**src/rtl/input_debouncer_pkg.sv**
```systemverilog
// Shared defaults and sizing helpers for the input conditioner.
package input_debouncer_pkg;

   // Board defaults: 5 buttons + 16 switches, sampled through the prescaler.
   localparam int DEFAULT_WIDTH    = 21;
   localparam int DEFAULT_PRESCALE = 1000;
   localparam int DEFAULT_STABLE   = 8;

   // Prescaler counter width; a prescale of 1 still needs one bit of storage.
   function automatic int prescale_width(input int prescale);
      return (prescale > 1) ? $clog2(prescale) : 1;
   endfunction

   // Filter counter width, large enough to hold 0..stable.
   function automatic int count_width(input int stable);
      return $clog2(stable + 1);
   endfunction

endpackage

```
**src/rtl/input_debouncer_bit.sv**
```systemverilog
// One conditioned input: 2-flop synchronizer, stability filter and edge pulses.
module input_debouncer_bit
   import input_debouncer_pkg::*;
#(
   parameter int STABLE = DEFAULT_STABLE
) (
   input  logic clk,
   input  logic reset,
   input  logic raw_in,
   input  logic strobe,
   output logic level,
   output logic rise,
   output logic fall
);

   localparam int CW = count_width(STABLE);

   logic          s1;
   logic          s2;
   logic [CW-1:0] cnt;

   // Two-stage synchronizer; only s2 is used downstream.
   always_ff @(posedge clk) begin
      if (reset) begin
         s1 <= 1'b0;
         s2 <= 1'b0;
      end else begin
         s1 <= raw_in;
         s2 <= s1;
      end
   end

   // Accept s2 only after it differs from level on STABLE consecutive strobes.
   always_ff @(posedge clk) begin
      if (reset) begin
         cnt   <= '0;
         level <= 1'b0;
         rise  <= 1'b0;
         fall  <= 1'b0;
      end else begin
         rise <= 1'b0;
         fall <= 1'b0;
         if (s2 == level) begin
            // Any bounce back to the current level restarts the count.
            cnt <= '0;
         end else if (strobe) begin
            if (cnt == CW'(STABLE - 1)) begin
               level <= s2;
               cnt   <= '0;
               rise  <= s2;
               fall  <= ~s2;
            end else begin
               cnt <= cnt + CW'(1);
            end
         end
      end
   end

endmodule

```
**src/rtl/input_debouncer.sv**
```systemverilog
// Synchronize, debounce and edge-detect a bank of board buttons/switches.
// A single shared prescaler paces all per-bit filters.
module input_debouncer
   import input_debouncer_pkg::*;
#(
   parameter int WIDTH    = DEFAULT_WIDTH,
   parameter int PRESCALE = DEFAULT_PRESCALE,
   parameter int STABLE   = DEFAULT_STABLE
) (
   input  logic             clk,
   input  logic             reset,
   input  logic [WIDTH-1:0] raw_in,
   input  logic [WIDTH-1:0] evt_clr,
   output logic [WIDTH-1:0] level,
   output logic [WIDTH-1:0] rise,
   output logic [WIDTH-1:0] fall,
   output logic             any_change,
   output logic [WIDTH-1:0] evt,
   output logic             strobe
);

   localparam int PW = prescale_width(PRESCALE);

   logic [PW-1:0] pre_cnt;
   logic [PW-1:0] pre_next;

   // Next prescaler count, wrapping after PRESCALE-1.
   always_comb begin
      pre_next = pre_cnt + PW'(1);
      if (pre_cnt == PW'(PRESCALE - 1)) begin
         pre_next = '0;
      end
   end

   // Prescaler; strobe is registered so it lines up with the cycle the count is PRESCALE-1.
   always_ff @(posedge clk) begin
      if (reset) begin
         pre_cnt <= '0;
         strobe  <= 1'b0;
      end else begin
         pre_cnt <= pre_next;
         strobe  <= (pre_next == PW'(PRESCALE - 1));
      end
   end

   for (genvar i = 0; i < WIDTH; i++) begin : g_bit
      input_debouncer_bit #(
         .STABLE (STABLE)
      ) u_bit (
         .clk    (clk),
         .reset  (reset),
         .raw_in (raw_in[i]),
         .strobe (strobe),
         .level  (level[i]),
         .rise   (rise[i]),
         .fall   (fall[i])
      );
   end

   assign any_change = |(rise | fall);

   // Sticky rise flags; a rise in the same cycle as its clear keeps the flag set.
   always_ff @(posedge clk) begin
      if (reset) begin
         evt <= '0;
      end else begin
         evt <= (evt & ~evt_clr) | rise;
      end
   end

endmodule
```
**config.mk**
```make
export PLATFORM = sky130hd
export DESIGN_NAME = input_debouncer
export DESIGN_NICKNAME = d
export VERILOG_FILES = /design/src/rtl/input_debouncer_pkg.sv /design/src/rtl/input_debouncer_bit.sv /design/src/rtl/input_debouncer.sv
export SDC_FILE = /design/constraint.sdc
export NUM_CORES = 1
export LEC_CHECK = 0
export ABC_AREA = 1
export CAP_MARGIN = 20
export CORE_MARGIN = 5
export CORE_UTILIZATION = 60
export CTS_BUF_LIST = sky130_fd_sc_hd__clkbuf_8
export CTS_CLUSTER_DIAMETER = 120
export CTS_CLUSTER_SIZE = 30
export DETAILED_ROUTE_END_ITERATION = 10
export DONT_BUFFER_PORTS = 1
export PLACE_DENSITY = 0.76
export RECOVER_POWER = 100
export SYNTH_ARGS = -nofsm -noshare
export SYNTH_HDL_FRONTEND = slang
export SYNTH_HIERARCHICAL = 1
export SYNTH_SLANG_ARGS = --single-unit
export TNS_END_PERCENT = 30
```
**constraint.sdc**
```tcl
create_clock -name clk -period 3.5 [get_ports clk]
set_input_delay 0.525 -clock clk [delete_from_list [all_inputs] [get_ports clk]]
set_output_delay 0.525 -clock clk [all_outputs]
set_load 0.01 [all_outputs]
```
==> results of run 1 <==
path summary, 6_finish.rpt:
| path | slack [ps] | cells past startpoint | startpoint | end |
|---|---|---|---|---|
| worst min register to register | 410 | 2 | g_bit[3].u_bit/s1 | g_bit[3].u_bit/s2 |
| worst min-delay path | 60 | 1 | reset | g_bit[15].u_bit/s1 |
| worst max-delay path | 800 | 1 | strobe | strobe |
| worst max register to register | 1130 | 5 | strobe | g_bit[16].u_bit/cnt[3] |
cell usage after synthesis:
library cell	number	share of area (%)
sky130_fd_sc_hd__nor2_2	7	0.45
sky130_fd_sc_hd__nand3_2	26	2.7
sky130_fd_sc_hd__dfxtp_1	221	46
sky130_fd_sc_hd__nand2_1	259	10
sky130_fd_sc_hd__nor3_1	24	1.2
sky130_fd_sc_hd__inv_2	25	0.97
sky130_fd_sc_hd__nand4_1	2	0.13
sky130_fd_sc_hd__nand3_1	53	2.8
sky130_fd_sc_hd__a21oi_1	85	4.4
sky130_fd_sc_hd__inv_1	209	8.1
sky130_fd_sc_hd__nor2_4	23	2.7
sky130_fd_sc_hd__buf_1	2	0.078
sky130_fd_sc_hd__ha_1	23	3.0
sky130_fd_sc_hd__buf_2	1	0.052
sky130_fd_sc_hd__nor4_1	7	0.45
sky130_fd_sc_hd__nand3b_2	1	0.12
sky130_fd_sc_hd__o21bai_1	1	0.078
sky130_fd_sc_hd__nor3_2	21	2.2
sky130_fd_sc_hd__and3_1	1	0.065
sky130_fd_sc_hd__nor2_1	298	12
sky130_fd_sc_hd__o21ai_1	21	1.1
sky130_fd_sc_hd__nand2_2	28	1.8
metal layers:
metal  global-route usage, %  vias up
li1                        -     4104
met1                    25.7     3335
met2                    33.8      115
met3                    4.38       13
met4                    3.42        0
met5                       0        -
layout make-up:
class / count / area, um2 / share of cell area, %
inverter: 234 / 878 / 8.82
multi-input combinational: 880 / 4200 / 42.2
sequential: 221 / 4430 / 44.5
timing repair buffer: 2 / 7.51 / 0.0754
clock buffer: 11 / 151 / 1.52
tap: 216 / 270 / 2.71
clock inverter: 2 / 23.8 / 0.239
logic make-up after synthesis:
kind of cell               share of synthesized area [%]
AOI/OAI and AO/OA                                   5.58
adders and majority gates                           2.99
buffers and inverters                               9.24
DFF                                                 45.9
and+or+nand+nor                                     36.3
through the flow:
step	hold slack, ps	total power, uW
after floorplan	388	2700
after global placement	389	2710
after detailed placement	395	2710
after CTS	47.2	3750
after global routing	26.3	3870
final	63.4	3700
sequential cells by signal, summed over array words and instances, names as in the netlist:
name,cells
strobe,1
g_bit.u_bit/rise,21
g_bit.u_bit/cnt,84
g_bit.u_bit/s2,21
g_bit.u_bit/level,21
g_bit.u_bit/s1,21
g_bit.u_bit/fall,21
pre_cnt,10
evt,21
power groups by stage:
stage / logic (uW) / registers, uW / clock network [uW]
finish: 97.7 / 2550 / 1050
global route: 117 / 2560 / 1190
CTS: 101 / 2560 / 1090
detailed placement: 100 / 2610 / 0
global placement: 98.1 / 2610 / 0
floorplan: 90.2 / 2610 / 0
worst reg2reg max path, cell delays in order, from the launching register on:
cell and delay [ps]:
sky130_fd_sc_hd__dfxtp_4 800, sky130_fd_sc_hd__clkbuf_1 870, sky130_fd_sc_hd__nand2_1 230, sky130_fd_sc_hd__o21ai_0 270, sky130_fd_sc_hd__nand2_1 70, sky130_fd_sc_hd__nor2_1 80
placed cells by master (no fill, tap or decap):
master	n
sky130_fd_sc_hd__nand2_2	12
sky130_fd_sc_hd__inv_2	3
sky130_fd_sc_hd__nand2_1	275
sky130_fd_sc_hd__nand3_1	54
sky130_fd_sc_hd__dfxtp_1	220
sky130_fd_sc_hd__clkbuf_1	2
sky130_fd_sc_hd__o21bai_1	1
sky130_fd_sc_hd__dfxtp_4	1
sky130_fd_sc_hd__inv_16	1
sky130_fd_sc_hd__o21ai_1	16
sky130_fd_sc_hd__o21ai_0	5
sky130_fd_sc_hd__nor4_1	7
sky130_fd_sc_hd__ha_1	23
sky130_fd_sc_hd__and3_1	1
sky130_fd_sc_hd__nor2_4	23
sky130_fd_sc_hd__nand3_2	25
sky130_fd_sc_hd__inv_1	232
sky130_fd_sc_hd__nand4_1	2
sky130_fd_sc_hd__nor3_2	5
sky130_fd_sc_hd__nor3_1	40
sky130_fd_sc_hd__a21oi_1	85
sky130_fd_sc_hd__clkbuf_8	11
sky130_fd_sc_hd__nor2_1	298
sky130_fd_sc_hd__nor2_2	7
sky130_fd_sc_hd__nand3b_2	1
==> impl_results.html, run 1 <==
<table>
<tr><th>Metric</th><th>Value</th></tr>
<tr><th colspan="2">CTS</th></tr>
<tr><td>Clk Latency, worst-skew pair</td><td>500 ps</td></tr>
<tr><td>Post_cts resized</td><td>0</td></tr>
<tr><td>Post CTS Setup Buffer Count</td><td>0</td></tr>
<tr><td>Clock tree from TritonCTS</td><td>built</td></tr>
<tr><td>Post-cts hold buffer count</td><td>0</td></tr>
<tr><td>Clock-pin slew of the registers on the worst-case setup and hold paths</td><td>170 ps</td></tr>
<tr><td>Num Clock Sinks</td><td>221</td></tr>
<tr><td>Number of clock buffers inserted by TritonCTS</td><td>11</td></tr>
<tr><td>Cell chosen for the clock root</td><td>sky130_fd_sc_hd__clkbuf_8</td></tr>
<tr><td>H-tree depth</td><td>1</td></tr>
<tr><td>CTS max path bufs</td><td>3</td></tr>
<tr><th colspan="2">STA</th></tr>
<tr><td>Setup repair after global routing missed its margin</td><td>false</td></tr>
<tr><td>Max-slew headroom</td><td>27.9%</td></tr>
<tr><td>Count of endpoints failing setup in the final report</td><td>0</td></tr>
<tr><td>Crit share post-route</td><td>77.2%</td></tr>
<tr><td>Worst clock skew</td><td>32.5 ps</td></tr>
<tr><td>Transition time at the pin with the least slew margin</td><td>1080 ps</td></tr>
<tr><td>Final worst setup slack</td><td>799 ps</td></tr>
<tr><td>Final total negative setup slack</td><td>0 ps</td></tr>
<tr><td>Clock period minus final worst setup slack</td><td>2700 ps</td></tr>
<tr><td>Final hold violations</td><td>0</td></tr>
<tr><td>Fmax</td><td>370 MHz</td></tr>
<tr><td>Max-slew violations</td><td>0</td></tr>
<tr><th colspan="2">Place</th></tr>
<tr><td>Area after DPL</td><td>0.00992 mm2</td></tr>
<tr><td>Placed cells</td><td>1553</td></tr>
<tr><td>Placement-stage worst setup slack</td><td>1690 ps</td></tr>
<tr><td>Post-DP HPWL</td><td>13800 um</td></tr>
<tr><td>Port Buffers</td><td>0</td></tr>
<tr><td>Routability congestion estimate from global placement</td><td>0.834</td></tr>
<tr><th colspan="2">Detailed routing</th></tr>
<tr><td>Final ANT Viol Nets</td><td>0</td></tr>
<tr><td>Met2 Wirelength</td><td>8600 um</td></tr>
<tr><td>DRC violation count after routing</td><td>0</td></tr>
<tr><td>Number of iterations in the first detailed-routing pass</td><td>4</td></tr>
<tr><td>Met3 WL</td><td>1010 um</td></tr>
<tr><td>Total length of routed wires</td><td>18400 um</td></tr>
<tr><td>Routed metal-1 wirelength</td><td>8540 um</td></tr>
<tr><td>DR iter-0 viols</td><td>244</td></tr>
<tr><td>Via-per-instance ratio</td><td>4.83</td></tr>
<tr><td>Number of vias after detailed routing</td><td>7567</td></tr>
<tr><td>Post-detailed-route wirelength per cell</td><td>11.7 um</td></tr>
<tr><td>Top Layer Used</td><td>met4</td></tr>
<tr><th colspan="2">Pwr</th></tr>
<tr><td>Fraction of power consumed by combinational cells</td><td>2.6%</td></tr>
<tr><td>Internal power</td><td>2880 uW</td></tr>
<tr><td>Sequential cell fraction of total power</td><td>69.0%</td></tr>
<tr><td>Power density over the cells</td><td>372 mW/mm2</td></tr>
<tr><td>Switching power summed over all nets</td><td>819 uW</td></tr>
<tr><td>Clock network fraction of total power</td><td>28.3%</td></tr>
<tr><td>Sw Share</td><td>22.1%</td></tr>
<tr><td>Static Leak</td><td>0.00395 uW</td></tr>
<tr><td>Maximum vdd drop</td><td>0.362 mV</td></tr>
<tr><th colspan="2">Final layout</th></tr>
<tr><td>Number of diodes added for antenna fixing</td><td>0</td></tr>
<tr><td>Fraction of final layout cells sized beyond drive strength 1</td><td>6.59%</td></tr>
<tr><td>Final net count</td><td>1417</td></tr>
<tr><td>Post-route cell area</td><td>0.00996 mm2</td></tr>
<tr><td>Filler-free cell count of the finished design</td><td>1566</td></tr>
<tr><td>Post-route core utilization</td><td>62.9%</td></tr>
<tr><td>Number of filler cells placed in the layout</td><td>1493</td></tr>
<tr><td>Layout Area Growth over Synthesis</td><td>3.31%</td></tr>
<tr><th colspan="2">Die</th></tr>
<tr><td>IO Count</td><td>130</td></tr>
<tr><td>Cell Rows</td><td>46</td></tr>
<tr><td>Starting density of the core</td><td>60.9%</td></tr>
<tr><td>Die Footprint</td><td>0.0187 mm2</td></tr>
<tr><td>Area of the core</td><td>0.0158 mm2</td></tr>
<tr><td>Die X-Extent</td><td>137 um</td></tr>
<tr><td>Vertical die dimension</td><td>137 um</td></tr>
<tr><th colspan="2">Synth</th></tr>
<tr><td>Sequential share of the synthesized area</td><td>45.9%</td></tr>
<tr><td>Number of warnings reported in the yosys synthesis log</td><td>6</td></tr>
<tr><td>Total standard cell area after synthesis</td><td>0.00964 mm2</td></tr>
<tr><td>Post-synth cell types</td><td>22</td></tr>
<tr><td>Count of state elements after synthesis</td><td>221</td></tr>
<tr><td>Net count after synthesis</td><td>1405</td></tr>
<tr><td>Gate Count Post-Synth</td><td>1338</td></tr>
<tr><td>Avg Cell Area, Syn</td><td>7.20 um2</td></tr>
<tr><th colspan="2">Run status</th></tr>
<tr><td>Status</td><td>finished clean</td></tr>
<tr><th colspan="2">Critical path</th></tr>
<tr><td>Worst-path cell chain</td><td>clkbuf_1</td></tr>
<tr><td>Largest stage delay on the critical path</td><td>870 ps</td></tr>
<tr><td>Worst endpoint required time</td><td>2970 ps</td></tr>
<tr><td>Arrival @ worst endpoint</td><td>2180 ps</td></tr>
<tr><td>Cell at the slowest stage of the critical path</td><td>sky130_fd_sc_hd__clkbuf_1</td></tr>
<tr><td>Count of buffering cells on the critical path with inverters included</td><td>1</td></tr>
<tr><td>Kind of capture point of the worst setup path</td><td>output port</td></tr>
<tr><td>CP top delay family</td><td>buffers and inverters</td></tr>
<tr><td>Highest fanout seen on the critical path</td><td>65</td></tr>
<tr><td>Worst setup SP type</td><td>flop</td></tr>
<tr><td>Crit path kind</td><td>reg2out</td></tr>
<tr><th colspan="2">Global route</th></tr>
<tr><td>Pin count of the biggest net entering global routing</td><td>92</td></tr>
<tr><td>Antenna violations before repair</td><td>0</td></tr>
<tr><td>Vias in the first global route</td><td>6838</td></tr>
<tr><td>Global-route wire length before repair</td><td>30700 um</td></tr>
<tr><td>Total global routing overflow</td><td>0</td></tr>
<tr><td>Total routing resource utilization after global routing</td><td>19.7%</td></tr>
<tr><th colspan="2">Run</th></tr>
<tr><td>Maxcap violations</td><td>0</td></tr>
<tr><th colspan="2">Worst hold path</th></tr>
<tr><td>Type of the most critical hold path</td><td>in2reg</td></tr>
</table>
Power figures use the tool's default switching activity.
==> run 2: changes to the inputs <==
Clock period 3.5 ns to 2.5 ns, I/O delays scaled along.
==> impl_results.html, run 2 (synthesis gave the netlist of run 1 again) <==
<table>
<tr><th>Metric</th><th>Value</th></tr>
<tr><th colspan="2">Run status</th></tr>
<tr><td>Status</td><td>finished clean</td></tr>
<tr><th colspan="2">Final layout</th></tr>
<tr><td>Layout Area Growth over Synthesis</td><td>6.06%</td></tr>
<tr><td>Number of diodes added for antenna fixing</td><td>0 (unchanged)</td></tr>
<tr><td>Most common cell after layout, fill and taps aside</td><td>sky130_fd_sc_hd__nor2_1</td></tr>
<tr><td>Flip-flop count of the largest register after layout</td><td>84 (unchanged)</td></tr>
<tr><td>Final net count</td><td>1444 (+1.9%)</td></tr>
<tr><td>Filler-free cell count of the finished design</td><td>1593 (+1.7%)</td></tr>
<tr><td>Commonest cells after routing, fill and taps aside</td><td>sky130_fd_sc_hd__nor2_1 (299), sky130_fd_sc_hd__nand2_1 (282), sky130_fd_sc_hd__inv_1 (232), sky130_fd_sc_hd__dfxtp_1 (220), sky130_fd_sc_hd__a21oi_1 (85)</td></tr>
<tr><td>Post-route cell area</td><td>0.0102 mm2 (+2.7%)</td></tr>
<tr><td>Register ranked first by flip-flop count</td><td>g_bit.u_bit/cnt</td></tr>
<tr><td>Fraction of final layout cells sized beyond drive strength 1</td><td>6.03% (-0.56 points)</td></tr>
<tr><th colspan="2">Global route</th></tr>
<tr><td>Vias in the first global route</td><td>7062 (+3.3%)</td></tr>
<tr><td>Antenna violations before repair</td><td>0 (unchanged)</td></tr>
<tr><td>Total routing resource utilization after global routing</td><td>19.8% (+0.11 points)</td></tr>
<tr><td>Total global routing overflow</td><td>0 (unchanged)</td></tr>
<tr><td>Global-route wire length before repair</td><td>30800 um (+0.14%)</td></tr>
<tr><td>Pin count of the biggest net entering global routing</td><td>70 (-24%)</td></tr>
<tr><th colspan="2">CTS</th></tr>
<tr><td>Clock-pin slew of the registers on the worst-case setup and hold paths</td><td>170 ps (about the same)</td></tr>
<tr><td>Clk Latency, worst-skew pair</td><td>500 ps (about the same)</td></tr>
<tr><td>Number of clock buffers inserted by TritonCTS</td><td>11 (unchanged)</td></tr>
<tr><td>Clock tree from TritonCTS</td><td>built</td></tr>
<tr><td>Post CTS Setup Buffer Count</td><td>0 (unchanged)</td></tr>
<tr><td>Post_cts resized</td><td>0 (unchanged)</td></tr>
<tr><td>H-tree depth</td><td>1 (unchanged)</td></tr>
<tr><td>Cell chosen for the clock root</td><td>sky130_fd_sc_hd__clkbuf_8</td></tr>
<tr><td>CTS max path bufs</td><td>3 (unchanged)</td></tr>
<tr><td>Num Clock Sinks</td><td>221 (unchanged)</td></tr>
<tr><th colspan="2">Critical path</th></tr>
<tr><td>Largest stage delay on the critical path</td><td>600 ps (-270 ps)</td></tr>
<tr><td>Last element of the critical path</td><td>any_change</td></tr>
<tr><td>Highest fanout seen on the critical path</td><td>3 (-95%)</td></tr>
<tr><td>Cell at the slowest stage of the critical path</td><td>sky130_fd_sc_hd__nor4_1</td></tr>
<tr><td>Worst endpoint required time</td><td>2120 ps (-850 ps)</td></tr>
<tr><td>Worst setup SP type</td><td>flop</td></tr>
<tr><td>Worst reg2reg setup slack</td><td>360 ps (-770 ps)</td></tr>
<tr><td>Arrival @ worst endpoint</td><td>1970 ps (-210 ps)</td></tr>
<tr><td>CP startpoint</td><td>g_bit[9].u_bit/rise</td></tr>
<tr><td>Source of the worst register-to-register timing path</td><td>strobe</td></tr>
<tr><td>Cell depth of the worst flop-to-flop path</td><td>5 (unchanged)</td></tr>
<tr><td>Crit path kind</td><td>reg2out</td></tr>
<tr><td>Worst-path cell chain</td><td>nor4_1 -&gt; nand3_1 -&gt; nor2_1 -&gt; nand2_1</td></tr>
<tr><td>Reg-to-reg critical path endpoint</td><td>g_bit[19].u_bit/rise</td></tr>
<tr><td>Kind of capture point of the worst setup path</td><td>output port</td></tr>
<tr><th colspan="2">Detailed routing</th></tr>
<tr><td>Number of iterations in the first detailed-routing pass</td><td>7 (+3)</td></tr>
<tr><td>Number of vias after detailed routing</td><td>7704 (+1.8%)</td></tr>
<tr><td>DR iter-0 viols</td><td>278 (+14%)</td></tr>
<tr><td>Post-detailed-route wirelength per cell</td><td>11.6 um (-0.86%)</td></tr>
<tr><td>Total length of routed wires</td><td>18500 um (+0.85%)</td></tr>
<tr><td>Via-per-instance ratio</td><td>4.84 (about the same)</td></tr>
<tr><td>Final ANT Viol Nets</td><td>0 (unchanged)</td></tr>
<tr><td>DRC violation count after routing</td><td>0 (unchanged)</td></tr>
<tr><th colspan="2">Pwr</th></tr>
<tr><td>Maximum vdd drop</td><td>0.534 mV (+47%)</td></tr>
<tr><td>Static Leak</td><td>0.00407 uW (+3.0%)</td></tr>
<tr><td>Power density over the cells</td><td>511 mW/mm2 (+38%)</td></tr>
<tr><th colspan="2">Die</th></tr>
<tr><td>IO Count</td><td>130 (unchanged)</td></tr>
<tr><td>Starting density of the core</td><td>60.9% (unchanged)</td></tr>
<tr><td>Die Footprint</td><td>0.0187 mm2 (unchanged)</td></tr>
<tr><td>Vertical die dimension</td><td>137 um (unchanged)</td></tr>
<tr><td>Die X-Extent</td><td>137 um (unchanged)</td></tr>
<tr><td>Area of the core</td><td>0.0158 mm2 (unchanged)</td></tr>
<tr><td>Cell Rows</td><td>46 (unchanged)</td></tr>
<tr><th colspan="2">Place</th></tr>
<tr><td>Area after DPL</td><td>0.00993 mm2 (+0.13%)</td></tr>
<tr><td>Placed cells</td><td>1553 (unchanged)</td></tr>
<tr><td>Placement-stage worst setup slack</td><td>741 ps (-951 ps)</td></tr>
<tr><td>Post-DP HPWL</td><td>13500 um (-1.6%)</td></tr>
<tr><td>Port Buffers</td><td>0 (unchanged)</td></tr>
<tr><td>Routability congestion estimate from global placement</td><td>0.814 (-2.3%)</td></tr>
<tr><th colspan="2">STA</th></tr>
<tr><td>Max-slew headroom</td><td>20.2% (-7.7 points)</td></tr>
<tr><td>Final total negative setup slack</td><td>0 ps (unchanged)</td></tr>
<tr><td>Max-slew violations</td><td>0 (unchanged)</td></tr>
<tr><td>Worst clock skew</td><td>43.7 ps (+11.2 ps)</td></tr>
<tr><td>Final hold violations</td><td>0 (unchanged)</td></tr>
<tr><td>Crit share post-route</td><td>93.7%</td></tr>
<tr><td>Count of endpoints failing setup in the final report</td><td>0 (unchanged)</td></tr>
<tr><td>Transition time at the pin with the least slew margin</td><td>1200 ps (+115 ps)</td></tr>
<tr><td>Fmax</td><td>427 MHz</td></tr>
<tr><td>Clock period minus final worst setup slack</td><td>2340 ps</td></tr>
<tr><td>Final worst setup slack</td><td>158 ps (-640 ps)</td></tr>
<tr><td>Setup repair after global routing missed its margin</td><td>false</td></tr>
<tr><th colspan="2">Worst hold path</th></tr>
<tr><td>Type of the most critical hold path</td><td>in2reg</td></tr>
<tr><th colspan="2">Run</th></tr>
<tr><td>Maxcap violations</td><td>0 (unchanged)</td></tr>
</table>
-- run 2: changes by cell type in the layout (fill, tap and decap cells not counted), moves of 2 or more --
cell,change
sky130_fd_sc_hd__clkbuf_1,-2
sky130_fd_sc_hd__clkbuf_2,+2
sky130_fd_sc_hd__o21ai_1,+3
sky130_fd_sc_hd__nand2_1,+7
sky130_fd_sc_hd__dlygate4sd3_1,+26
sky130_fd_sc_hd__nand2_2,-7
sky130_fd_sc_hd__o21ai_0,-3
-- run 2: repair_timing --
item,4_1_cts,5_1_grt
endpoints found under the setup margin,0,0
hold buffers,27,0
hold endpoints to repair,69,0
-- run 2: worst min path at each step --
stage,from,end,slack (ps),cells past startpoint
floorplan,g_bit[0].u_bit/s1,g_bit[0].u_bit/s2,390,2
global placement,g_bit[11].u_bit/s1,g_bit[11].u_bit/s2,390,2
detailed placement,g_bit[1].u_bit/s1,g_bit[1].u_bit/s2,390,2
CTS,evt_clr[16],evt[16],2,3
global route,evt_clr[17],evt[17],0.8,3
finish,evt_clr[16],evt[16],20,3
-- run 2: per-stage QoR --
| stage | hold WS, ps | power [uW] | utilization, % |
|---|---|---|---|
| 2_1_floorplan | 388 | 3780 | - |
| 4_1_cts | 2.33 | 5310 | 65.7 |
| 3_5_place_dp | 395 | 3800 | 62.7 |
| 6_report | 20.8 | 5230 | 64.6 |
| 3_3_place_gp | 389 | 3790 | 62.7 |
| 5_1_grt | 0.819 | 5460 | 64.6 |
-- run 2: per-layer routing --
metal / GRT usage [%] / vias to the layer above / share of wire [%]
met3: 4.49 / 23 / 7.1
li1: - / 4177 / -
met1: 24.5 / 3355 / 45
met4: 4.48 / 0 / 1.8
met2: 35.1 / 149 / 46
met5: 0 / - / 0
-- run 2: where the power goes --
part | internal, uW | leakage (uW) | total, uW | switching [uW]
combinational | 78.0 | 0.00219 | 194 | 116
sequential | 3560 | 0.00179 | 3580 | 18.7
clock | 431 | 0.0000942 | 1460 | 1030
-- run 2: layout make-up --
| type | count | area [um2] |
|---|---|---|
| fill | 1460 | 5600 |
| sequential | 221 | 4430 |
| multi-input combinational | 880 | 4170 |
| inverter | 234 | 878 |
| timing repair buffer | 29 | 298 |
| tap | 216 | 270 |
| clock buffer | 11 | 151 |
| clock inverter | 2 | 23.8 |
-- run 2: critical path, delay by kind of cell (launching register included) --
| kind | cells | cell delay, ps |
|---|---|---|
| AND/OR/NAND/NOR | 4 | 1020 |
| flip-flops | 1 | 450 |
==> run 3: changes to the inputs <==
Settings changed: PLACE_DENSITY 0.76 to 0.79.
Clock period 2.5 ns to 2 ns, I/O delays scaled along.
==> impl_results.html, run 3 (synthesis gave the netlist of run 1 again) <==
<table>
<tr><th>Metric</th><th>Value</th></tr>
<tr><th colspan="2">CTS</th></tr>
<tr><td>Clock tree from TritonCTS</td><td>built</td></tr>
<tr><td>Clock-pin slew of the registers on the worst-case setup and hold paths</td><td>170 ps (about the same)</td></tr>
<tr><td>H-tree depth</td><td>1 (unchanged)</td></tr>
<tr><td>Post CTS Setup Buffer Count</td><td>0 (unchanged)</td></tr>
<tr><td>Number of clock buffers inserted by TritonCTS</td><td>11 (unchanged)</td></tr>
<tr><td>CTS max path bufs</td><td>3 (unchanged)</td></tr>
<tr><td>Cell chosen for the clock root</td><td>sky130_fd_sc_hd__clkbuf_8</td></tr>
<tr><td>Num Clock Sinks</td><td>221 (unchanged)</td></tr>
<tr><td>Clk Latency, worst-skew pair</td><td>510 ps (about the same)</td></tr>
<tr><th colspan="2">Pwr</th></tr>
<tr><td>Static Leak</td><td>0.00414 uW (+1.6%)</td></tr>
<tr><td>Power density over the cells</td><td>625 mW/mm2 (+22%)</td></tr>
<tr><td>Maximum vdd drop</td><td>0.761 mV (+43%)</td></tr>
<tr><td>Overall Power</td><td>6580 uW (+26%)</td></tr>
<tr><th colspan="2">Worst hold path</th></tr>
<tr><td>Hold_sp</td><td>evt_clr[10]</td></tr>
<tr><td>Type of the most critical hold path</td><td>in2reg</td></tr>
<tr><td>Hold EP</td><td>evt[10]</td></tr>
<tr><td>Number of cells on the worst hold path</td><td>3 (unchanged)</td></tr>
<tr><th colspan="2">Place</th></tr>
<tr><td>Area after DPL</td><td>0.00997 mm2 (+0.43%)</td></tr>
<tr><td>Routability congestion estimate from global placement</td><td>0.798 (-2.0%)</td></tr>
<tr><td>Port Buffers</td><td>0 (unchanged)</td></tr>
<tr><td>Post-DP HPWL</td><td>13700 um (+1.4%)</td></tr>
<tr><th colspan="2">Global route</th></tr>
<tr><td>Vias in the first global route</td><td>7569 (+7.2%)</td></tr>
<tr><td>Global-route wire length before repair</td><td>32800 um (+6.7%)</td></tr>
<tr><td>Pin count of the biggest net entering global routing</td><td>92 (+31%)</td></tr>
<tr><td>Total global routing overflow</td><td>0 (unchanged)</td></tr>
<tr><td>Antenna violations before repair</td><td>1 (+1)</td></tr>
<tr><td>Total routing resource utilization after global routing</td><td>21.1% (+1.3 points)</td></tr>
<tr><th colspan="2">STA</th></tr>
<tr><td>Setup repair after global routing missed its margin</td><td>true</td></tr>
<tr><td>Worst clock skew</td><td>33.7 ps (-9.99 ps)</td></tr>
<tr><td>Count of endpoints failing setup in the final report</td><td>0 (unchanged)</td></tr>
<tr><td>Fmax</td><td>505 MHz</td></tr>
<tr><td>Transition time at the pin with the least slew margin</td><td>1780 ps (+580 ps)</td></tr>
<tr><td>Crit share post-route</td><td>99.0%</td></tr>
<tr><td>Final hold violations</td><td>0 (unchanged)</td></tr>
<tr><td>Clock period minus final worst setup slack</td><td>1980 ps</td></tr>
<tr><td>Max-slew violations</td><td>92 (+92)</td></tr>
<tr><td>Hold slack final</td><td>27.1 ps (+6.26 ps)</td></tr>
<tr><td>Max-slew headroom</td><td>-18.5% (-39 points)</td></tr>
<tr><th colspan="2">Detailed routing</th></tr>
<tr><td>Number of vias after detailed routing</td><td>7925 (+2.9%)</td></tr>
<tr><td>Number of iterations in the first detailed-routing pass</td><td>5 (-2)</td></tr>
<tr><td>DRC violation count after routing</td><td>0 (unchanged)</td></tr>
<tr><td>Post-detailed-route wirelength per cell</td><td>12.1 um (+3.8%)</td></tr>
<tr><td>Final ANT Viol Nets</td><td>0 (unchanged)</td></tr>
<tr><td>Total length of routed wires</td><td>19500 um (+4.9%)</td></tr>
<tr><td>Via-per-instance ratio</td><td>4.92 (+1.7%)</td></tr>
<tr><td>DR iter-0 viols</td><td>248 (-11%)</td></tr>
<tr><th colspan="2">Final layout</th></tr>
<tr><td>Flip-flop count of the largest register after layout</td><td>84 (unchanged)</td></tr>
<tr><td>Post-route cell area</td><td>0.0105 mm2 (+3.0%)</td></tr>
<tr><td>Fraction of final layout cells sized beyond drive strength 1</td><td>10.5% (+4.5 points)</td></tr>
<tr><td>Layout Area Growth over Synthesis</td><td>9.20%</td></tr>
<tr><td>Commonest cells after routing, fill and taps aside</td><td>sky130_fd_sc_hd__nor2_1 (296), sky130_fd_sc_hd__nand2_1 (258), sky130_fd_sc_hd__dfxtp_1 (215), sky130_fd_sc_hd__inv_1 (209), sky130_fd_sc_hd__a21oi_1 (85)</td></tr>
<tr><td>Post-route core utilization</td><td>66.5% (+1.9 points)</td></tr>
<tr><td>Most common cell after layout, fill and taps aside</td><td>sky130_fd_sc_hd__nor2_1</td></tr>
<tr><td>Register ranked first by flip-flop count</td><td>g_bit.u_bit/cnt</td></tr>
<tr><td>Final net count</td><td>1462 (+1.2%)</td></tr>
<tr><td>Number of diodes added for antenna fixing</td><td>0 (unchanged)</td></tr>
<tr><th colspan="2">Run status</th></tr>
<tr><td>Violations in the final reports</td><td>capacitance limit, slew limit</td></tr>
<tr><td>Status</td><td>complete, but fails checks</td></tr>
<tr><th colspan="2">Critical path</th></tr>
<tr><td>Cell depth of the worst flop-to-flop path</td><td>5 (unchanged)</td></tr>
<tr><td>Reg-to-reg critical path endpoint</td><td>g_bit[13].u_bit/rise</td></tr>
<tr><td>Worst-path cell chain</td><td>inv_1 -&gt; nand4_1 -&gt; nor3_2 -&gt; nand3_1 -&gt; nor2_4 -&gt; nand2_2</td></tr>
<tr><td>Largest stage delay on the critical path</td><td>380 ps (-220 ps)</td></tr>
<tr><td>Worst setup SP type</td><td>flop</td></tr>
<tr><td>Worst endpoint required time</td><td>1700 ps (-420 ps)</td></tr>
<tr><td>Arrival @ worst endpoint</td><td>1680 ps (-290 ps)</td></tr>
<tr><td>Source of the worst register-to-register timing path</td><td>strobe</td></tr>
<tr><td>Kind of capture point of the worst setup path</td><td>output port</td></tr>
<tr><td>Worst reg2reg setup slack</td><td>600 ps (+240 ps)</td></tr>
<tr><td>Crit path kind</td><td>reg2out</td></tr>
<tr><td>Cell at the slowest stage of the critical path</td><td>sky130_fd_sc_hd__dfxtp_2</td></tr>
<tr><td>Highest fanout seen on the critical path</td><td>2 (-1)</td></tr>
<tr><th colspan="2">Die</th></tr>
<tr><td>Starting density of the core</td><td>60.9% (unchanged)</td></tr>
<tr><td>Vertical die dimension</td><td>137 um (unchanged)</td></tr>
<tr><td>IO Count</td><td>130 (unchanged)</td></tr>
<tr><td>Cell Rows</td><td>46 (unchanged)</td></tr>
<tr><td>Die Footprint</td><td>0.0187 mm2 (unchanged)</td></tr>
<tr><td>Die X-Extent</td><td>137 um (unchanged)</td></tr>
<tr><td>Area of the core</td><td>0.0158 mm2 (unchanged)</td></tr>
<tr><th colspan="2">Run</th></tr>
<tr><td>Maxcap violations</td><td>1 (+1)</td></tr>
</table>
run 3: changes by cell type in the layout (fill, tap and decap cells not counted), sizes merged:
cell	previous run	this run
clkbuf	13	12
dlygate4sd3	26	40
buf	1	6
run 3: routing by layer:
metal / GRT usage [%] / part of all wire, %
met1: 24.4 / 43
met2: 39.5 / 49
met3: 5.26 / 6.3
met4: 3.86 / 1.4
met5: 0 / 0.041
run 3: per-stage QoR:
step / TNS, ps / cells / setup WS [ps]
2_1_floorplan: 0 / 1338 / 58.9
3_3_place_gp: 0 / 1557 / 344
3_5_place_dp: 0 / 1557 / 334
4_1_cts: -51.1 / 1611 / -51.1
5_1_grt: -140 / 1611 / -87.6
6_report: 0 / 1611 / 19.4
run 3: critical path: cells and delay by family (launching register included):
family	cells	cell delay, ps
flops	1	380
buf+inv	1	80
simple gates	5	710
run 3: how the worst max path moves through the flow:
| stage | startpoint | endpoint | cells past startpoint |
|---|---|---|---|
| final | g_bit[14].u_bit/rise | any_change | 6 |
| after CTS | g_bit[17].u_bit/rise | any_change | 6 |
| after global routing | g_bit[1].u_bit/rise | any_change | 6 |
| after floorplan | strobe | g_bit[0].u_bit/cnt[3] | 5 |
| after global placement | g_bit[20].u_bit/rise | any_change | 6 |
| after detailed placement | g_bit[20].u_bit/rise | any_change | 6 |
run 3: power by group:
group	internal, uW	leakage (uW)	switching [uW]
registers	4450	0.00179	23.9
logic	111	0.00225	157
clock network	539	0.0000942	1300
total	5100	0.00414	1480
run 3: layout make-up:
type / instances / area [um2]
Tap cell: 216 / 270
Sequential cell: 221 / 4440
Fill cell: 1345 / 5300
Multi-Input combinational cell: 880 / 4290
Clock inverter: 2 / 23.8
Clock buffer: 11 / 151
Timing Repair Buffer: 47 / 472
Inverter: 234 / 878
run 3: what timing repair did:
| item | 4_1_cts | 5_1_grt |
|---|---|---|
| pin swaps | 3 | 1 |
| gates resized for setup | 16 | 4 |
| setup endpoints to repair | 1 | 1 |
| hold buffers | 41 | 0 |
| hold endpoints to repair | 94 | 0 |
==> patch, RTL diff (config.mk and constraints of run 1) <==
Put a register stage on the output `rise`, with the module's reset. The value now appears one clock later. The other outputs are not delayed to match. Comments in the files are not updated.
--- a/src/rtl/input_debouncer.sv
+++ b/src/rtl/input_debouncer.sv
@@ -20,6 +20,8 @@
 );
 
    localparam int PW = prescale_width(PRESCALE);
+
+   logic [WIDTH-1:0] rise_d;
 
    logic [PW-1:0] pre_cnt;
    logic [PW-1:0] pre_next;
@@ -52,19 +54,27 @@
          .raw_in (raw_in[i]),
          .strobe (strobe),
          .level  (level[i]),
-         .rise   (rise[i]),
+         .rise   (rise_d[i]),
          .fall   (fall[i])
       );
    end
 
-   assign any_change = |(rise | fall);
+   assign any_change = |(rise_d | fall);
 
    // Sticky rise flags; a rise in the same cycle as its clear keeps the flag set.
    always_ff @(posedge clk) begin
       if (reset) begin
          evt <= '0;
       end else begin
-         evt <= (evt & ~evt_clr) | rise;
+         evt <= (evt & ~evt_clr) | rise_d;
+      end
+   end
+
+   always_ff @(posedge clk) begin
+      if (reset) begin
+         rise <= '0;
+      end else begin
+         rise <= rise_d;
       end
    end
 
Behaviour: no difference found for any inputs over 10 cycles, from zero or initial values and one cycle with reset high; that may be too few to reach the edited logic, so the function may still have changed.
==> patch against run 1 <==
  * Fmax grew 8.9%
  * Critical path depth up 3
  * First-iteration DRC count is 33% higher
  * Sequential cell count grew 21
  * Cell count rose by 3.9%
  * Wire length hardly changed
  * Design area increased by 5.2%
  * Hold slack improved by 0.0061 ns
  * Die area grew 4.8%
  * Total power up 9.3%
  * Sequential share of layout area is 1.8 points higher
  * Area after synthesis grew 5.2%
  * Setup slack gained 0.22 ns
  * Highest routed layer unchanged
==> patch: results (changes against run 1) <==
metric	value	unit	change
run status	complete, no violations		unchanged
post-synthesis adder-cell area fraction	2.84	%	was 2.99%
syn nets	1464		was 1405
critical path peak fanout	2		was 65
GRT Total Usage	18.3	%	was 19.7%
DR iter-0 viols	324		was 244
Worst Tran Pin Value	1.32	ns	was 1.08 ns
vias in the first global route	7217		was 6838
Hold EP	g_bit[8].u_bit/s2		was g_bit[15].u_bit/s1
slowest stage cell, crit path	nor4_1		was clkbuf_1
Lkg Pwr	4.16	nW	was 3.95 nW
Final Skew	0.0654	ns	was 0.0325 ns
largest delay contributor family on the critical path	simple AND/OR/NAND/NOR gates		was buffers and inverters
Synth Area in Compound Gates	5.30	%	was 5.58%
Clk network pwr share	28.6	%	was 28.3%
P_comb	0.0947	mW	was 0.0977 mW
routed wl met3	1320	um	was 1010 um
number of CTS-inserted buffers	12		was 11
hold slack	0.0695	ns	was 0.0634 ns
largest cells by area after synthesis	dfxtp_1 48%, nor2_1 12%, nand2_1 10%		was dfxtp_1 46%, nor2_1 12%, nand2_1 10%
pin count of the biggest net entering global routing	113		was 92
FF-to-FF End	g_bit[10].u_bit/rise		was g_bit[16].u_bit/cnt[3]
root buffer cell	clkbuf_8		unchanged
Async SR Flop Fraction	0	%	unchanged
Reg2Reg Setup Slack	1.36	ns	was 1.13 ns
vias after detailed routing	7906		was 7567
post-cts gate resize count	0		unchanged
first-pass GRT wire length	31000	um	was 30700 um
met2 wire length	8410	um	was 8600 um
NetSw	0.872	mW	was 0.819 mW
met1 GRT Util	22.1	%	was 25.7%
worst setup path end	any_change		was strobe
Worst Setup SP	g_bit[8].u_bit/fall		was strobe
met1 WL	8270	um	was 8540 um
worst skew pair latency	0.52	ns	was 0.50 ns
RD Place Congestion	0.815		was 0.834
wirelength, routed	18400	um	about the same
global routing usage on met3	5.39	%	was 4.38%
met2 Usage GRT	32.4	%	was 33.8%
fraction of layout cells with a size suffix above 1	4.48	%	was 6.59%
Post-synth top cells	316 x nor2_1, 281 x nand2_1, 242 x dfxtp_1		was 298 x nor2_1, 259 x nand2_1, 221 x dfxtp_1
Worst path max stage delay	0.64	ns	was 0.87 ns
Top Metal Used	met4		unchanged
dpl hpwl	13800	um	about the same
Final Power	4.04	mW	was 3.70 mW
Worst EP arrival	1.96	ns	was 2.18 ns
Fillers	1513		was 1493
sequential area share after synthesis	47.8	%	was 45.9%
First-pass DRT Iterations	5		was 4
## patch: cell families (layout without fill, tap and decap cells)
group                    Yosys count  after routing
flip-flops                       242            242
AO/OA/AOI/OAI                    107            107
AND/OR/NAND/NOR                  773            773
buffers and inverters            252            262
adder cells (fa/ha/maj)           23             23
## patch: area by class of cell
class                   count  area, um^2  share of cell area [%]
flip-flops and latches    242        4850                    46.3
inverters                 246         923                    8.82
well taps                 220         275                    2.63
multi-input cells         903        4200                    40.1
repair buffers              1        20.0                   0.191
clock buffers              13         179                    1.71
clock inverters             2        33.8                   0.323
## patch: through the flow
| stage | std cells | area [um^2] | utilization (%) | setup slack (ns) |
|---|---|---|---|---|
| global route | 1627 | 10500 | 63.2 | 0.877 |
| global placement | 1612 | 10400 | 62.8 | 1.61 |
| detailed placement | 1612 | 10400 | 62.8 | 1.60 |
| CTS | 1627 | 10600 | 64.1 | 1.01 |
| floorplan | 1397 | 10100 | - | 0.547 |
| finish | 1627 | 10500 | 63.2 | 1.02 |
